File: src/rtl/audio_pwm_out_if.sv
// Stereo sample handshake between the audio sample FIFO (master) and the PWM output stage (slave).
`timescale 1ns/1ps

interface audio_pwm_out_if #(
  parameter int SAMPLE_WIDTH = 8
);
  logic                    sample_valid;
  logic [SAMPLE_WIDTH-1:0] sample_left;
  logic [SAMPLE_WIDTH-1:0] sample_right;
  logic                    sample_ready;

  modport master (
    output sample_valid,
    output sample_left,
    output sample_right,
    input  sample_ready
  );

  modport slave (
    input  sample_valid,
    input  sample_left,
    input  sample_right,
    output sample_ready
  );
endinterface

File: src/rtl/audio_pwm_out.sv
// Stereo PWM output stage: one FIFO sample per PERIOD-clock frame, one holding buffer plus active duty.
// Optional saturating underrun counter port when AUDIOX_UNDERRUN_CNT_EN is defined.
`timescale 1ns/1ps

module audio_pwm_out #(
  parameter int SAMPLE_WIDTH = 8,
  parameter int PERIOD       = 255
) (
  input  logic           sys_clock,
  input  logic           reset_,
  input  logic           enable,
  audio_pwm_out_if.slave smp,
  output logic           audio_left,
  output logic           audio_right,
  output logic           frame_start,
  output logic           underrun
`ifdef AUDIOX_UNDERRUN_CNT_EN
  ,
  output logic [15:0]    underrun_count
`endif
);

  typedef enum logic [1:0] {
    ST_IDLE  = 2'd0,
    ST_PRIME = 2'd1,
    ST_RUN   = 2'd2
  } state_e;

  localparam logic [SAMPLE_WIDTH-1:0] CNT_ZERO = {SAMPLE_WIDTH{1'b0}};
  localparam logic [SAMPLE_WIDTH-1:0] CNT_LAST = SAMPLE_WIDTH'(PERIOD - 1);

  state_e                  state_q, state_d;
  logic [SAMPLE_WIDTH-1:0] cnt_q, cnt_d;
  logic [SAMPLE_WIDTH-1:0] buf_l_q, buf_l_d;
  logic [SAMPLE_WIDTH-1:0] buf_r_q, buf_r_d;
  logic [SAMPLE_WIDTH-1:0] duty_l_q, duty_l_d;
  logic [SAMPLE_WIDTH-1:0] duty_r_q, duty_r_d;
  logic                    buf_full_q, buf_full_d;
  logic                    audio_l_q, audio_l_d;
  logic                    audio_r_q, audio_r_d;
  logic                    frame_start_q, frame_start_d;
  logic                    underrun_q, underrun_d;
  logic                    ready_s;
  logic                    accept_s;

  assign ready_s          = (state_q != ST_IDLE) & ~buf_full_q;
  assign accept_s         = smp.sample_valid & ready_s;
  assign smp.sample_ready = ready_s;

  assign audio_left  = audio_l_q;
  assign audio_right = audio_r_q;
  assign frame_start = frame_start_q;
  assign underrun    = underrun_q;

  // Next-state logic: buffer capture, frame sequencing and the PWM compare
  always_comb begin
    state_d       = state_q;
    cnt_d         = cnt_q;
    buf_l_d       = buf_l_q;
    buf_r_d       = buf_r_q;
    buf_full_d    = buf_full_q;
    duty_l_d      = duty_l_q;
    duty_r_d      = duty_r_q;
    audio_l_d     = 1'b0;
    audio_r_d     = 1'b0;
    frame_start_d = 1'b0;
    underrun_d    = 1'b0;

    if (accept_s) begin
      buf_l_d    = smp.sample_left;
      buf_r_d    = smp.sample_right;
      buf_full_d = 1'b1;
    end else begin
      buf_full_d = buf_full_q;
    end

    if (!enable) begin
      // Disable flushes the buffer but keeps the duty pair
      state_d    = ST_IDLE;
      cnt_d      = CNT_ZERO;
      buf_full_d = 1'b0;
    end else begin
      case (state_q)
        ST_IDLE: begin
          state_d = ST_PRIME;
          cnt_d   = CNT_ZERO;
        end
        ST_PRIME: begin
          cnt_d = CNT_ZERO;
          if (buf_full_q) begin
            state_d       = ST_RUN;
            duty_l_d      = buf_l_q;
            duty_r_d      = buf_r_q;
            buf_full_d    = 1'b0;
            frame_start_d = 1'b1;
          end else begin
            state_d = ST_PRIME;
          end
        end
        ST_RUN: begin
          audio_l_d = (cnt_q < duty_l_q);
          audio_r_d = (cnt_q < duty_r_q);
          if (cnt_q == CNT_LAST) begin
            cnt_d         = CNT_ZERO;
            frame_start_d = 1'b1;
            // An empty buffer at the boundary repeats the last sample; a same-cycle accept waits a frame
            if (buf_full_q) begin
              duty_l_d   = buf_l_q;
              duty_r_d   = buf_r_q;
              buf_full_d = 1'b0;
            end else begin
              underrun_d = 1'b1;
            end
          end else begin
            cnt_d = cnt_q + 1'b1;
          end
        end
        default: begin
          state_d    = ST_IDLE;
          cnt_d      = CNT_ZERO;
          buf_full_d = 1'b0;
        end
      endcase
    end
  end

  // State and output registers
  always_ff @(posedge sys_clock or negedge reset_) begin
    if (!reset_) begin
      state_q       <= ST_IDLE;
      cnt_q         <= CNT_ZERO;
      buf_l_q       <= CNT_ZERO;
      buf_r_q       <= CNT_ZERO;
      buf_full_q    <= 1'b0;
      duty_l_q      <= CNT_ZERO;
      duty_r_q      <= CNT_ZERO;
      audio_l_q     <= 1'b0;
      audio_r_q     <= 1'b0;
      frame_start_q <= 1'b0;
      underrun_q    <= 1'b0;
    end else begin
      state_q       <= state_d;
      cnt_q         <= cnt_d;
      buf_l_q       <= buf_l_d;
      buf_r_q       <= buf_r_d;
      buf_full_q    <= buf_full_d;
      duty_l_q      <= duty_l_d;
      duty_r_q      <= duty_r_d;
      audio_l_q     <= audio_l_d;
      audio_r_q     <= audio_r_d;
      frame_start_q <= frame_start_d;
      underrun_q    <= underrun_d;
    end
  end

`ifdef AUDIOX_UNDERRUN_CNT_EN
  logic [15:0] ucnt_q, ucnt_d;

  // Saturating underrun tally; only reset_ clears it
  always_comb begin
    ucnt_d = ucnt_q;
    if (underrun_d && (ucnt_q != 16'hFFFF)) begin
      ucnt_d = ucnt_q + 16'd1;
    end else begin
      ucnt_d = ucnt_q;
    end
  end

  // Underrun counter register
  always_ff @(posedge sys_clock or negedge reset_) begin
    if (!reset_) begin
      ucnt_q <= 16'd0;
    end else begin
      ucnt_q <= ucnt_d;
    end
  end

  assign underrun_count = ucnt_q;
`endif

endmodule
File: src/flat_wrapper.sv
// flat-port wrapper written by rule: the top's interface ports become plain ports
module audio_pwm_out_flat 
#(
  parameter int SAMPLE_WIDTH = 8,
  parameter int PERIOD       = 255
)
  (sys_clock, reset_, enable, audio_left, audio_right, frame_start, underrun, smp_sample_valid, smp_sample_left, smp_sample_right, smp_sample_ready);
  audio_pwm_out_if #(.SAMPLE_WIDTH(SAMPLE_WIDTH)) smp_i ();
  input  logic sys_clock;
  input  logic reset_;
  input  logic enable;
  output logic audio_left;
  output logic audio_right;
  output logic frame_start;
  output logic underrun;
  input wire logic [$bits(smp_i.sample_valid)-1:0] smp_sample_valid;
  input wire logic [$bits(smp_i.sample_left)-1:0] smp_sample_left;
  input wire logic [$bits(smp_i.sample_right)-1:0] smp_sample_right;
  output wire logic [$bits(smp_i.sample_ready)-1:0] smp_sample_ready;
  assign smp_i.sample_valid = smp_sample_valid;
  assign smp_i.sample_left = smp_sample_left;
  assign smp_i.sample_right = smp_sample_right;
  assign smp_sample_ready = smp_i.sample_ready;
  audio_pwm_out #(.SAMPLE_WIDTH(SAMPLE_WIDTH), .PERIOD(PERIOD)) u_core (.sys_clock(sys_clock), .reset_(reset_), .enable(enable), .smp(smp_i), .audio_left(audio_left), .audio_right(audio_right), .frame_start(frame_start), .underrun(underrun));
endmodule
File: config.mk
export PLATFORM = sky130hd
export DESIGN_NAME = audio_pwm_out_flat
export DESIGN_NICKNAME = d
export VERILOG_FILES = /design/src/rtl/audio_pwm_out_if.sv /design/src/rtl/audio_pwm_out.sv /design/src/flat_wrapper.sv
export SDC_FILE = /design/constraint.sdc
export NUM_CORES = 1
export LEC_CHECK = 0
export ABC_CLOCK_PERIOD_IN_PS = 1600
export CORE_MARGIN = 2
export CORE_UTILIZATION = 30
export CTS_CLUSTER_SIZE = 25
export DETAILED_ROUTE_END_ITERATION = 7
export GPL_TIMING_DRIVEN = 0
export SYNTH_ARGS = -nofsm -noshare
export SYNTH_HDL_FRONTEND = slang
export SYNTH_SLANG_ARGS = --single-unit
File: constraint.sdc
create_clock -name sys_clock -period 1.6 [get_ports sys_clock]
set_input_delay 0.32 -clock sys_clock [delete_from_list [all_inputs] [get_ports sys_clock]]
set_output_delay 0.32 -clock sys_clock [all_outputs]
set_load 0.03 [all_outputs]
# Word-level counts from Yosys, hierarchy flattened
# Cells that the tools add are included.
# Widths: inputs -> output; s select.
word_totals:
  reg_bits: 47
classes:
  addsub: 1
  order_cmp: 2
  eq_ne: 5
  n_mux: 29
  bitwise: 3
  reduce_logical: 4
ops:
  columns: ["op", "n"]
  rows:
  - ["$mux 8", 7]
  - ["$pmux 8 s2", 2]
  - ["$lt 8x8->1", 2]
  - ["$mux 1", 15]
  - ["$add 8x1->8 const B", 1]
  - ["$eq 8x8->1 const B", 1]
  - ["$pmux 2 s3", 1]
  - ["$mux 2", 2]
  - ["$reduce_bool 2->1", 2]
  - ["$pmux 1 s3", 1]
  - ["$reduce_and 3->1", 1]
  - ["$and 1x1->1", 2]
  - ["$eq 2x1->1 const B", 1]
  - ["$eq 2x2->1 const B", 1]
  - ["$logic_not 2->1", 1]
  - ["$ne 2x1->1 const B", 1]
  - ["$ne 2x2->1 const B", 1]
  - ["$pmux 1 s2", 1]
  - ["$not 1->1", 1]

# Depth between registers and ports, before layout
# Gate-level depths: netlist of the first run.
depth:
  word_depth: 8
  mapped_depth: 8

# Worst setup path before layout of the first run
# OpenSTA, ideal clock, no wires.
synth_timing:
  kind: "register to register"
  from: "register u_core.state_q[0]"
  to: "register u_core.buf_l_q[7]"
  setup_time_ns: 0.125
  arrival_time_ns: 1.523
  path_slack_ns: -0.048
  stages_incl_launch_ff: 6
  path_buffers: 1
  synth_period_minus_slack_ns: 1.648
  path_cell_list: "dfrtp_1 -> inv_1 -> ha_1 -> nor3b_4 -> buf_6 -> mux2_2"
synth_between:
  elab_chain_len: 3
synth_rtl:
  columns: ["element", "line", "rtl"]
  rows:
  - ["start: declaration", "audio_pwm_out.sv:32", "state_e state_q, state_d;"]
  - ["start signal: assignment", "audio_pwm_out.sv:142", "state_q <= state_d;"]
  - ["$reduce_bool 2->1", "audio_pwm_out.sv:46", "assign ready_s = (state_q != ST_IDLE) & ~buf_full_q;"]
  - ["$and 1x1->1", "audio_pwm_out.sv:46", null]
  - ["$and 1x1->1", "audio_pwm_out.sv:47", "assign accept_s = smp.sample_valid & ready_s;"]
  - ["end signal: assignment", "audio_pwm_out.sv:144", "buf_l_q <= buf_l_d;"]
  - ["end: declaration", "audio_pwm_out.sv:34", "logic [SAMPLE_WIDTH-1:0] buf_l_q, buf_l_d;"]
# Every way passes these cells.
# A chain may end at the register's enable or synchronous reset.

# Worst setup path in the final report of the first run
layout_timing:
  from: "register u_core.state_q[0]"
  to: "register u_core.duty_l_q[7]"
layout_between:
  elab_chain_len: 3
  word_cells_on_any_way: 6
  classes_between: "eq/ne (3); mux (1); reduce/logical (2)"
layout_rtl:
  columns: ["element", "line", "rtl"]
  rows:
  - ["$eq 2x2->1 or $eq 2x1->1 (tied branches)", "audio_pwm_out.sv:83", "case (state_q)"]
  - ["$ne 2x1->1 (no line) or $reduce_bool 2->1 (tied branches)", null, null]
  - ["$reduce_and 3->1 (no line)", null, null]
  - ["end signal: assignment", "audio_pwm_out.sv:147", "duty_l_q <= duty_l_d;"]
  - ["end: declaration", "audio_pwm_out.sv:36", "logic [SAMPLE_WIDTH-1:0] duty_l_q, duty_l_d;"]
# Parallel ways exist; a longest one is shown, timed or not.

==> impl_metrics.env, run 1 <==
export IMPL_syn_cell_area_um2=2810
export IMPL_cts_root_buffer="clkbuf_8"
export IMPL_clock_skew_ps=13.0
export IMPL_ir_drop_v=0.000387
export IMPL_worst_skew_pair_late_latency_ps=300
export IMPL_multiInputGateArea_um2=1650
export IMPL_yosysMostFrequentCell="dfrtp_1"
export IMPL_syn_instance_count=256
export IMPL_cts_buffers=5
export IMPL_hold_viol=0
export IMPL_num_vias=2310
export IMPL_initial_core_util=0.306
export IMPL_critPathMaxFanout=5
export IMPL_hold_class="primary input to async pin"
export IMPL_grt_max_degree=38
export IMPL_rsz0062_at_grt="true"
export IMPL_place_congestion=0.767
export IMPL_antenna_found_initial=0
export IMPL_path_cells="inv_2, ha_4, buf_6, and4b_1, buf_6, buf_12, a221oi_2, o211ai_1"
export IMPL_rows=35
export IMPL_async_reset_ff_frac=1.00
export IMPL_critPathBufInv=4
export IMPL_drcViolationCount=0
export IMPL_final_util=0.415
export IMPL_cpMaxStageDelayCell="dfrtp_1"
export IMPL_drive_above_1_share=0.363
export IMPL_cpMostUsedCell="buf_6"
export IMPL_avgSynthCellArea_um2=11.0
export IMPL_synthTopCellsByCount="dfrtp_1, ha_1, inv_1, nand4_1, mux2_2"
export IMPL_drt_pass1_iterations=4
export IMPL_synth_top_area_frac=0.419
export IMPL_syn_num_nets=296
export IMPL_ys_ff_latch=47
export IMPL_end_kind="flip-flop"
export IMPL_yosysSeqAreaShare=0.419
export IMPL_grtUsageMet3=0.0215
export IMPL_tightestPinTransition_ps=490
export IMPL_fin_cells=425
export IMPL_overflow=0
export IMPL_slew_violations=0
export IMPL_fin_crit_ps=1670
export IMPL_synthTopCellsByArea="dfrtp_1, ha_1, mux2_2"
export IMPL_detail_route_antenna_nets=0
export IMPL_cpLargestDelayFamily="buffers and inverters"
export IMPL_crit_type="flip-flop to flip-flop"
export IMPL_worst_ep_required_time_ps=1780
export IMPL_ios=25
export IMPL_vias_per_cell=5.44
export IMPL_grt_pass1_wl_um=11600
export IMPL_fin_ws_ps=-73.3
export IMPL_grt_pass1_vias=2277
export IMPL_coreArea_um2=9150
export IMPL_violations="setup timing"
export IMPL_fillers=869
export IMPL_grt_usage=0.146
export IMPL_crit_path_max_incr_delay_ps=400
export IMPL_setup_viol=15
export IMPL_syn_to_final_growth_pct=35.5
export IMPL_hold_slack_ps=418
export IMPL_seq_area_um2=1180
export IMPL_placed_area_um2=3200
export IMPL_use_met1=0.194
export IMPL_hpwl_um=4600
export IMPL_die_y_um=101
export IMPL_drt_wirelength_per_cell_um=16.8
export IMPL_power_density_nw_per_um2=759
export IMPL_path_clk_slew_ps=100
export IMPL_cts_buffer_depth=2
export IMPL_status="finished, violations left"
export IMPL_dp_cells=392
export IMPL_dr_first_iter_drc_count=81
export IMPL_p_leak_uw=0.00163
export IMPL_die_area_um2=10100
export IMPL_cp_start_kind="flip-flop"
export IMPL_synth_top_area_cell="dfrtp_1"
export IMPL_drt_total_wl_um=7160
export IMPL_setup_tns_ps=-633
export IMPL_htree_num_levels=2
export IMPL_synth_cell_types=44
export IMPL_final_nets=353
export IMPL_cts_tree="yes"
export IMPL_synth_edf_count=0
export IMPL_fin_area_um2=3800
export IMPL_antenna_cells=0
export IMPL_cp_arrival_ps=1860
export IMPL_post_route_period_util=1.05
export IMPL_synth_ff_type="dfrtp_1"
export IMPL_fmax_ghz=0.598
export IMPL_die_width_um=101
export IMPL_yosys_warnings=0
export IMPL_slew_headroom=0.673
export IMPL_max_cap_violations=0
export IMPL_port_buffers=24
export IMPL_met2_usage=0.244
export IMPL_grt_busiest_layer="met2"
export IMPL_cts_num_sinks=47
[routing by layer]
layer / vias up / share of wire
met2: 48 / 0.50
met3: 6 / 0.033
met1: 1167 / 0.46
li1: 1089 / -
met5: - / 0
met4: 0 / 0.010
[worst paths after layout]
check | start | end | slack [ps] | depth (start not counted)
max | u_core.state_q[0]$_DFFE_PN0P_ | u_core.duty_l_q[7]$_DFFE_PN0P_ | -70 | 8
min | reset_ | u_core.buf_r_q[1]$_DFFE_PN0P_ | 420 | 2
max reg2reg | u_core.state_q[0]$_DFFE_PN0P_ | u_core.duty_l_q[7]$_DFFE_PN0P_ | -70 | 8
min reg2reg | u_core.cnt_q[0]$_DFF_PN0_ | u_core.cnt_q[0]$_DFF_PN0_ | 540 | 1
max in group asynchronous | reset_ | u_core.cnt_q[1]$_DFF_PN0_ | 670 | 3
min in group sys_clock | u_core.cnt_q[0]$_DFF_PN0_ | u_core.cnt_q[0]$_DFF_PN0_ | 540 | 1
[registers in the layout, indices dropped and copies added (netlist names)]
register            cells
u_core.buf_l_q          8
u_core.buf_r_q          8
u_core.cnt_q            8
u_core.duty_l_q         8
u_core.duty_r_q         8
u_core.state_q          2
u_core.audio_left       1
u_core.audio_right      1
u_core.buf_full_q       1
u_core.frame_start      1
u_core.underrun         1
[cells in the final DEF, fill, tap and decap left out, types with 6 or more instances in the layout]
cell type        count
buf_6               11
a21boi_0            14
mux2_2              16
nand4_1             17
inv_1               16
clkdlybuf4s50_1     18
ha_4                 6
nor2_1               8
ha_1                12
o211ai_1            15
dfrtp_1             42
nand2_1              7
buf_4               23
a221oi_2            13
clkbuf_8             6
[area by class of cell]
type                            count  share of cell area
Buffer                             17              0.0385
Multi-Input combinational cell    171               0.435
Sequential cell                    47               0.311
Clock inverter                      2              0.0102
Timing Repair Buffer               51               0.127
Tap cell                          111              0.0365
Clock buffer                        6              0.0217
Inverter                           20              0.0197
[what timing repair did]
action | in CTS | in global routing
hold endpoints to repair | 10 | 0
pin swaps | 13 | 12
hold buffers | 1 | 0
setup endpoints to repair | 46 | 31
resized for setup | 51 | 20
setup buffers | 14 | 9
cloned | 3 | 0
[logic make-up after synthesis]
family / after synthesis / synth area share
and+or+nand+nor: 61 / 0.136
adders and majority gates: 20 / 0.0892
xor gates and xnor gates: 2 / 0.00625
AOI/OAI and AO/OA: 72 / 0.212
buffers and inverters: 38 / 0.0736
muxes: 16 / 0.0642
DFF: 47 / 0.419
[where the power goes]
group / internal [µW] / total [µW] / switching [µW] / leakage [µW]
clock: 515 / 946 / 431 / 0.0000618
combinational: 268 / 498 / 231 / 0.00103
sequential: 1320 / 1440 / 122 / 0.000532
[stage by stage]
stage / worst slack [ps] / power (µW)
floorplan: -25.4 / 1670
global placement: -1270 / 1830
detailed placement: -450 / 1850
CTS: -81.4 / 2850
global route: -150 / 3020
finish: -73.3 / 2890
(Power assumes the default switching activity.)
==> inputs of run 2 (changes only) <==
--- a/config.mk
+++ b/config.mk
@@ -8,9 +8,10 @@
 export ABC_CLOCK_PERIOD_IN_PS = 1600
 export CORE_MARGIN = 2
 export CORE_UTILIZATION = 30
-export CTS_CLUSTER_SIZE = 25
+export CTS_CLUSTER_SIZE = 10
 export DETAILED_ROUTE_END_ITERATION = 7
 export GPL_TIMING_DRIVEN = 0
+export SLEW_MARGIN = 20
 export SYNTH_ARGS = -nofsm -noshare
 export SYNTH_HDL_FRONTEND = slang
 export SYNTH_SLANG_ARGS = --single-unit
==> run 2 against run 1 <==
- wire length up 4.6%
- critical endpoint unchanged
- the flow still finishes with violations (setup timing)
- global-route usage grew 0.32 points
- sequential share of layout area decreased by 0.52 points
- via count shrank 0.82%
- worst hold slack got worse by 400 ps
- count of clock-buffer cells in the layout decreased by 1
- sequential power barely moved
- final cell count increased by 1.2%
- non-clock buffer count is 4 higher
- flip-flop and latch count unchanged
- clock power shrank 22%
==> impl_metrics.env, run 2 (same netlist as run 1, synthesis figures left out) <==
export IMPL_status="finished, violations left"
export IMPL_violations="setup timing"
export IMPL_fin_crit_ps=1710
export IMPL_max_cap_violations=0
export IMPL_slew_violations=0
export IMPL_drt_pass1_iterations=4
export IMPL_cts_root_buffer="clkbuf_8"
export IMPL_post_route_period_util=1.07
export IMPL_fin_cells=430
export IMPL_ir_drop_v=0.000307
export IMPL_rows=35
export IMPL_die_y_um=101
export IMPL_syn_to_final_growth_pct=38.0
export IMPL_worst_ep_required_time_ps=1790
export IMPL_setup_viol=26
export IMPL_place_congestion=0.767
export IMPL_hold_class="primary input to async pin"
export IMPL_die_width_um=101
export IMPL_crit_type="flip-flop to flip-flop"
export IMPL_cts_buffers=5
export IMPL_hold_slack_ps=20.6
export IMPL_hpwl_um=4550
export IMPL_grt_usage=0.149
export IMPL_final_nets=358
export IMPL_cts_hold_buffers=0
export IMPL_cp_arrival_ps=1900
export IMPL_drt_total_wl_um=7480
export IMPL_rsz0062_at_grt="true"
export IMPL_p_leak_uw=0.00170
export IMPL_antenna_cells=0
export IMPL_end_kind="flip-flop"
export IMPL_initial_core_util=0.306
export IMPL_clock_skew_ps=13.9
export IMPL_port_buffers=24
export IMPL_num_vias=2291
export IMPL_grt_pass1_wl_um=11600
export IMPL_dr_first_iter_drc_count=121
export IMPL_coreArea_um2=9150
export IMPL_tightestPinTransition_ps=621
export IMPL_layout_commonest_cell="dfrtp_1"
export IMPL_grt_max_degree=48
export IMPL_fin_ws_ps=-112
export IMPL_worst_skew_pair_late_latency_ps=310
export IMPL_ios=25
export IMPL_cp_start_kind="flip-flop"
export IMPL_cts_num_sinks=47
export IMPL_slew_headroom=0.586
export IMPL_dp_cells=391
export IMPL_fmax_ghz=0.584
export IMPL_cts_tree="yes"
export IMPL_power_density_nw_per_um2=713
export IMPL_hold_viol=0
export IMPL_overflow=0
export IMPL_detail_route_antenna_nets=0
export IMPL_critPathMaxFanout=5
export IMPL_die_area_um2=10100
export IMPL_antenna_found_initial=0
export IMPL_cts_buffer_depth=2
export IMPL_reg2reg_depth=8
export IMPL_vias_per_cell=5.33
export IMPL_htree_num_levels=2
export IMPL_drt_wirelength_per_cell_um=17.4
export IMPL_place_ws_ps=-464
export IMPL_path_clk_slew_ps=100
export IMPL_grt_pass1_vias=2297
export IMPL_layout_common_cells="dfrtp_1, buf_4, clkdlybuf4s50_1"
export IMPL_drive_above_1_share=0.376
export IMPL_drcViolationCount=0
[run 2: changes by cell type in the layout (fill, tap and decap cells not counted), moves of 2 or more]
cell and change:
mux2_4 +15, mux2_2 -15, buf_4 +8, clkinv_2 +2
buf_2 -2
[run 2: worst paths after layout]
kind	from	to	slack [ps]
max in group asynchronous	reset_	u_core.cnt_q[1]$_DFF_PN0_	1120
worst max-delay path	u_core.state_q[0]$_DFFE_PN0P_	u_core.duty_l_q[7]$_DFFE_PN0P_	-110
worst max register to register	u_core.state_q[0]$_DFFE_PN0P_	u_core.duty_l_q[7]$_DFFE_PN0P_	-110
worst min register to register	u_core.cnt_q[0]$_DFF_PN0_	u_core.cnt_q[0]$_DFF_PN0_	540
min in group sys_clock	u_core.cnt_q[0]$_DFF_PN0_	u_core.cnt_q[0]$_DFF_PN0_	540
worst min-delay path	reset_	u_core.buf_r_q[0]$_DFFE_PN0P_	20
[run 2: worst max-delay path: stages, from the launching register on]
cell	delay (ps)
dfrtp_1	400
inv_2	90
ha_4	150
buf_6	100
and4b_1	210
buf_6	150
buf_12	140
a221oi_2	220
o211ai_1	120
[run 2: repair_timing]
action                                  4_1_cts  5_1_grt
buffers inserted                             21        9
gates resized for setup                      55       35
gates cloned                                  3        1
endpoints found under the setup margin       46       41
pin swaps                                    19       19
[run 2: cell type report]
cell class                 instances  area [µm²]
buffer                            17         149
clock buffer                       5        68.8
clock inverter                     3        18.8
fill                             871        5280
inverter                          20        75.1
multi-input combinational        172        1740
sequential                        47        1180
tap                              111         139
timing repair buffer              55         502
[run 2: power breakdown]
part	total, µW	internal, µW	switching (µW)
Combinational	574	326	248
Clock	742	309	434
Sequential	1450	1320	126
Total	2760	1950	808
[run 2: routing by layer]
metal / vias to the layer above / GRT usage / share of wire / wire length, µm
li1: 1101 / - / - / -
met1: 1137 / 0.191 / 0.45 / 3350
met2: 43 / 0.252 / 0.51 / 3800
met3: 10 / 0.0236 / 0.030 / 222
met4: 0 / 0.0569 / 0.015 / 111
met5: - / 0 / 0 / 0
[run 2: through the flow]
stage,instance area (µm²),power (µW),utilization,setup TNS (ps)
floorplan,2810,1670,-,-301
global placement,3190,1830,0.348,-71420
detailed placement,3180,1840,0.348,-12720
CTS,3660,2660,0.400,-933
global route,3870,2880,0.423,-3510
finish,3870,2760,0.423,-1430
==> inputs of run 3 (changes only) <==
--- a/config.mk
+++ b/config.mk
@@ -5,6 +5,7 @@
 export SDC_FILE = /design/constraint.sdc
 export NUM_CORES = 1
 export LEC_CHECK = 0
+export ABC_AREA = 0
 export ABC_CLOCK_PERIOD_IN_PS = 1600
 export CORE_MARGIN = 2
 export CORE_UTILIZATION = 30
==> results of run 3 <==
Final layout, timing and power as in run 2 (identical DEF).
